### config.mk
export PLATFORM = sky130hd
export DESIGN_NAME = dff_bank_arbiter
export DESIGN_NICKNAME = d
export VERILOG_FILES = /design/src/rtl/dff_arb_pkg.sv /design/src/rtl/dff_bank_arbiter_rr_picker.sv /design/src/rtl/dff_bank_arbiter.sv
export SDC_FILE = /design/constraint.sdc
export NUM_CORES = 1
export LEC_CHECK = 0
export ABC_CLOCK_PERIOD_IN_PS = 2560
export CELL_PAD_IN_SITES_DETAIL_PLACEMENT = 1
export CELL_PAD_IN_SITES_GLOBAL_PLACEMENT = 2
export CORE_ASPECT_RATIO = 1.2
export CORE_MARGIN = 10
export CORE_UTILIZATION = 24
export DETAILED_ROUTE_END_ITERATION = 10
export GPL_TIMING_DRIVEN = 0
export PLACE_DENSITY_LB_ADDON = 0.1
export SLEW_MARGIN = 20
export SYNTH_ARGS = -nofsm -noshare
export SYNTH_HDL_FRONTEND = slang
export SYNTH_SLANG_ARGS = --single-unit
### constraint.sdc
create_clock -name clk -period 2.56 [get_ports clk]
set_clock_uncertainty 0.1 [all_clocks]
set_input_delay 0.512 -clock clk [delete_from_list [all_inputs] [get_ports clk]]
set_output_delay 0.512 -clock clk [all_outputs]
set_load 0.01 [all_outputs]
### src/rtl/dff_arb_pkg.sv
// Shared types and configuration checks for the shared-register round-robin arbiter.
package dff_arb_pkg;

    typedef enum logic {ARB_IDLE, ARB_OWN} arb_state_e;

    localparam int MIN_NUM_REQ   = 2;
    localparam int MIN_MAX_BURST = 1;

    function automatic bit cfg_ok(input int num_req, input int max_burst);
        return (num_req >= MIN_NUM_REQ) && (max_burst >= MIN_MAX_BURST);
    endfunction

endpackage

### src/rtl/dff_bank_arbiter_rr_picker.sv
// Combinational round-robin pick: first set req bit at or after start, wrapping modulo NUM_REQ.
module rr_picker #(
    parameter int NUM_REQ = 4
) (
    input  logic [NUM_REQ-1:0]         req,
    input  logic [$clog2(NUM_REQ)-1:0] start,
    output logic                       vld,
    output logic [$clog2(NUM_REQ)-1:0] idx
);
    localparam int IW = $clog2(NUM_REQ);

    logic [IW-1:0] c;

    always_comb begin
        vld = 1'b0;
        idx = '0;
        c   = start;
        for (int k = 0; k < NUM_REQ; k++) begin
            if (!vld && req[c]) begin
                vld = 1'b1;
                idx = c;
            end
            // explicit wrap keeps non-power-of-two NUM_REQ in range
            c = (c == IW'(NUM_REQ - 1)) ? '0 : c + IW'(1);
        end
    end

endmodule

### src/rtl/dff_bank_arbiter.sv
// Round-robin owner of one shared WIDTH-bit register; the grantee writes its lane each cycle
// for up to MAX_BURST writes, then ownership passes on without an idle bubble.
module dff_bank_arbiter
    import dff_arb_pkg::*;
#(
    parameter int NUM_REQ   = 4,
    parameter int WIDTH     = 8,
    parameter int MAX_BURST = 4
) (
    input  logic                       clk,
    input  logic                       reset,
    input  logic [NUM_REQ-1:0]         req,
    input  logic [NUM_REQ*WIDTH-1:0]   wdata,
    output logic [NUM_REQ-1:0]         gnt,
    output logic [$clog2(NUM_REQ)-1:0] owner,
    output logic                       busy,
    output logic [WIDTH-1:0]           q
);
    localparam int IW = $clog2(NUM_REQ);
    localparam int CW = $clog2(MAX_BURST + 1);

    if (!cfg_ok(NUM_REQ, MAX_BURST)) begin : g_bad_cfg
        $error("dff_bank_arbiter: need NUM_REQ >= 2 and MAX_BURST >= 1");
    end

    arb_state_e        state, state_n;
    logic [NUM_REQ-1:0] gnt_n;
    logic [IW-1:0]     owner_n, ptr, ptr_n, pick_start, pick_idx;
    logic [CW-1:0]     cnt, cnt_n;
    logic [WIDTH-1:0]  q_n;
    logic              pick_vld, wr, last;
    logic [WIDTH-1:0]  lane [NUM_REQ];

    for (genvar i = 0; i < NUM_REQ; i++) begin : g_lane
        assign lane[i] = wdata[i*WIDTH +: WIDTH];
    end

    function automatic logic [IW-1:0] wrap_inc(input logic [IW-1:0] v);
        return (v == IW'(NUM_REQ - 1)) ? '0 : v + IW'(1);
    endfunction

    // one picker: start after the owner while owning, after the pointer while idle
    assign pick_start = (state == ARB_OWN) ? wrap_inc(owner) : wrap_inc(ptr);

    rr_picker #(.NUM_REQ(NUM_REQ)) u_pick (
        .req   (req),
        .start (pick_start),
        .vld   (pick_vld),
        .idx   (pick_idx)
    );

    assign wr   = (state == ARB_OWN) && req[owner];
    assign last = wr && (cnt == CW'(MAX_BURST - 1));
    assign busy = |gnt;

    always_comb begin
        state_n = state;
        gnt_n   = gnt;
        owner_n = owner;
        ptr_n   = ptr;
        cnt_n   = cnt;
        q_n     = q;
        if (wr) begin
            q_n   = lane[owner];
            cnt_n = cnt + CW'(1);
        end
        case (state)
            ARB_IDLE: begin
                if (pick_vld) begin
                    state_n         = ARB_OWN;
                    gnt_n           = '0;
                    gnt_n[pick_idx] = 1'b1;
                    owner_n         = pick_idx;
                    ptr_n           = pick_idx;
                    cnt_n           = '0;
                end
            end
            ARB_OWN: begin
                if (!req[owner] || last) begin
                    cnt_n = '0;
                    if (pick_vld) begin
                        gnt_n           = '0;
                        gnt_n[pick_idx] = 1'b1;
                        owner_n         = pick_idx;
                        ptr_n           = pick_idx;
                    end else begin
                        state_n = ARB_IDLE;
                        gnt_n   = '0;
                    end
                end
            end
            default: begin
                state_n = ARB_IDLE;
                gnt_n   = '0;
            end
        endcase
    end

    always_ff @(posedge clk) begin
        if (reset) begin
            state <= ARB_IDLE;
            gnt   <= '0;
            owner <= '0;
            ptr   <= IW'(NUM_REQ - 1);
            cnt   <= '0;
            q     <= '0;
        end else begin
            state <= state_n;
            gnt   <= gnt_n;
            owner <= owner_n;
            ptr   <= ptr_n;
            cnt   <= cnt_n;
            q     <= q_n;
        end
    end

endmodule

==> reports/results.ini <==
[run_status]
outcome=finished clean

[synth]
yosysSeqAreaShare_pct=35.0
netlist_area_sq_mm=0.00114
synthCells=107
synth.top_cells.by_count=dfxtp_1, nor2_1, mux2i_1
synth_nets=149
synth.area.top_cells=dfxtp_1, mux4_2, mux2i_1
synth_edf_count=0
synth_top_area_share_pct=35.0
ys_seq_elements=20
synth-async-reset-ratio_pct=0
avgSynthCellArea_sq_um=10.7
synth_warnings=0
yosysMostFrequentCell=dfxtp_1
yosys.cell_types.count=34
yosysTopAreaCell=dfxtp_1
ys.flop_type=dfxtp_1

[sta]
worstMarginPinSlew_ps=552
hold_ws_ps=397
maxSlewViolCount=0
fmax_mhz=428
setup_violations=0
fin_crit_ps=2340
hold_violations=0
fin_tns_setup_ps=0
relSlewSlack_pct=62.8
rsz0062_at_grt=false
fin_crit_sh_pct=91.4

[finish]
layout-drive-gt1-share_pct=14.1
regArea_sq_um=400
fillCellCount=534
final_nets=206
multi_input_area_sq_um=699
diodes=0
stdcell_area_sq_mm=0.00179
fin_cells=221
areaGrowthSynthToFinish_pct=56.7

[global_route]
grt_util_met1_pct=9.97
grt_pass1_vias=1222
global_route.usage.met3_pct=2.56
use_met2_pct=18.1
grt_overflow=0
grt_max_degree=12
grt.total_usage_pct=9.40
grt_pass1_wl_mm=6.15
antenna_found_initial=0
top_usage_layer=met2

[route]
dr.pass1.iters=4
drc=0
wl_mm=3.83
vias_per_cell=4.84
drtAntennaViolNets=0
vias=1070
drtIter0Drc=17
post_drt_wl_per_cell_um=17.3

[die]
core_area_sq_mm=0.00459
io_pins=53
dieHeight_um=95.6
initial_core_util_pct=24.9
die_w_um=83.0
dieArea_sq_mm=0.00794
row_count=27

[cts]
cts.sinks=20
cts-htree-levels=1
cts_max_path_buffers=2
cts_resized=0
clockRootBuffer=clkbuf_8
cts_post_setup_buffers_inserted=0
cts_tree=done
cts_made_buffers=3
clock_latency_ps=250
ctsHoldBuffers=0
clkTransAtPathRegs_ps=80

[power]
p_leak_nw=0.691
vdd_drop_max_uv=264
p_per_area_mw_per_mm2=572

[hold_path]
hold_depth=2
min_path_type=reg2reg

[placed_design]
placed_cell_area_sq_mm=0.00174
dp_cells=217
place_hpwl_mm=3.12
io_buffers=52
gp_congestion=0.733

[setup_path]
slowest_stage=clkdlybuf4s50_1
worstPathRequired_ps=2620
cp_cell_sequence=clkdlybuf4s50_1, mux4_2, nand2_2, o22a_1, buf_4, nand2b_2, o32ai_1
worstPathArrival_ps=2400
r2r_cells=6
cp_max_fo=10
startpoint_type=input pin
criticalPathCategory=in2reg
cp-end-kind=flop
slowest_delay_ps=530

[job]
cap_violations=0

logic make-up after synthesis:
kind of cell               Yosys count  synth area share [%]
and+or+nand+nor                     38                  16.7
muxes                               21                  29.0
DFF                                 20                  35.0
AOI/OAI and AO/OA                   15                  10.3
buffers and inverters                8                  3.83
adders and majority gates            4                  4.38
xor gates and xnor gates             1                 0.766
worst max-delay path: cells and delay by family:
family	cells	cell delay, ps
buffers and inverters	2	690
muxes	1	530
AOI/OAI and AO/OA	2	420
and+or+nand+nor	2	230
sequential cells by signal, indices dropped and copies added (netlist names):
name	flops
cnt	3
owner	2
gnt	4
q	8
state	1
ptr	2
per-stage QoR:
stage / power, mW / utilization (%) / worst slack (ps)
2_1_floorplan: 0.612 / - / 440
3_3_place_gp: 0.789 / 37.8 / 22.0
3_5_place_dp: 0.798 / 37.8 / -40.5
4_1_cts: 1.04 / 39.0 / 225
5_1_grt: 1.09 / 39.0 / 135
6_report: 1.03 / 39.0 / 221
final timing paths:
check | startpoint | to | slack, ps
worst max-delay path | req[3] | gnt[0]$_SDFFE_PP0P_ | 220
worst min-delay path | ptr[0]$_SDFFE_PP1P_ | ptr[0]$_SDFFE_PP1P_ | 400
worst max register to register | owner[0]$_SDFFE_PP0P_ | owner[0]$_SDFFE_PP0P_ | 270
worst min register to register | ptr[0]$_SDFFE_PP1P_ | ptr[0]$_SDFFE_PP1P_ | 400
area by class of cell:
cell class | instances | share of cell area (%)
Multi-Input combinational cell | 79 | 39.0
Inverter | 1 | 0.209
Timing Repair Buffer | 52 | 29.1
Sequential cell | 20 | 22.3
Buffer | 7 | 2.23
Clock buffer | 4 | 3.07
Tap cell | 58 | 4.05
power breakdown:
| group | internal [mW] | switching, mW |
|---|---|---|
| registers | 0.347 | 0.0251 |
| clock network | 0.137 | 0.104 |
| logic | 0.237 | 0.175 |
per-layer routing:
| metal | vias up | wire [um] |
|---|---|---|
| met5 | - | 0 |
| met1 | 525 | 1630 |
| met4 | 0 | 13 |
| met2 | 31 | 2040 |
| li1 | 512 | - |
| met3 | 2 | 152 |
cells in the final DEF, fill, tap and decap left out, drive strengths merged:
master | Yosys | routed
o32ai | 4 | 4
nand3b | 1 | 1
nand2 | 6 | 6
o21bai | 1 | 1
a211o | 1 | 1
nor2 | 14 | 14
o21ai | 1 | 1
dfxtp | 20 | 20
nor4 | 1 | 1
clkbuf | 2 | 6
inv | 1 | 1
mux2i | 11 | 11
nor2b | 1 | 1
or2 | 1 | 1
a221o | 1 | 1
mux2 | 1 | 1
and2 | 1 | 1
o2bb2ai | 1 | 1
nor3 | 4 | 4
a21oi | 3 | 3
o22a | 1 | 1
a32oi | 1 | 1
buf | 5 | 5
xor2 | 1 | 1
mux4 | 9 | 9
ha | 4 | 4
a31oi | 1 | 1
clkdlybuf4s50 | 0 | 52
or4 | 2 | 2
nand2b | 7 | 7
No activity file was read; power rests on OpenSTA's default activity.
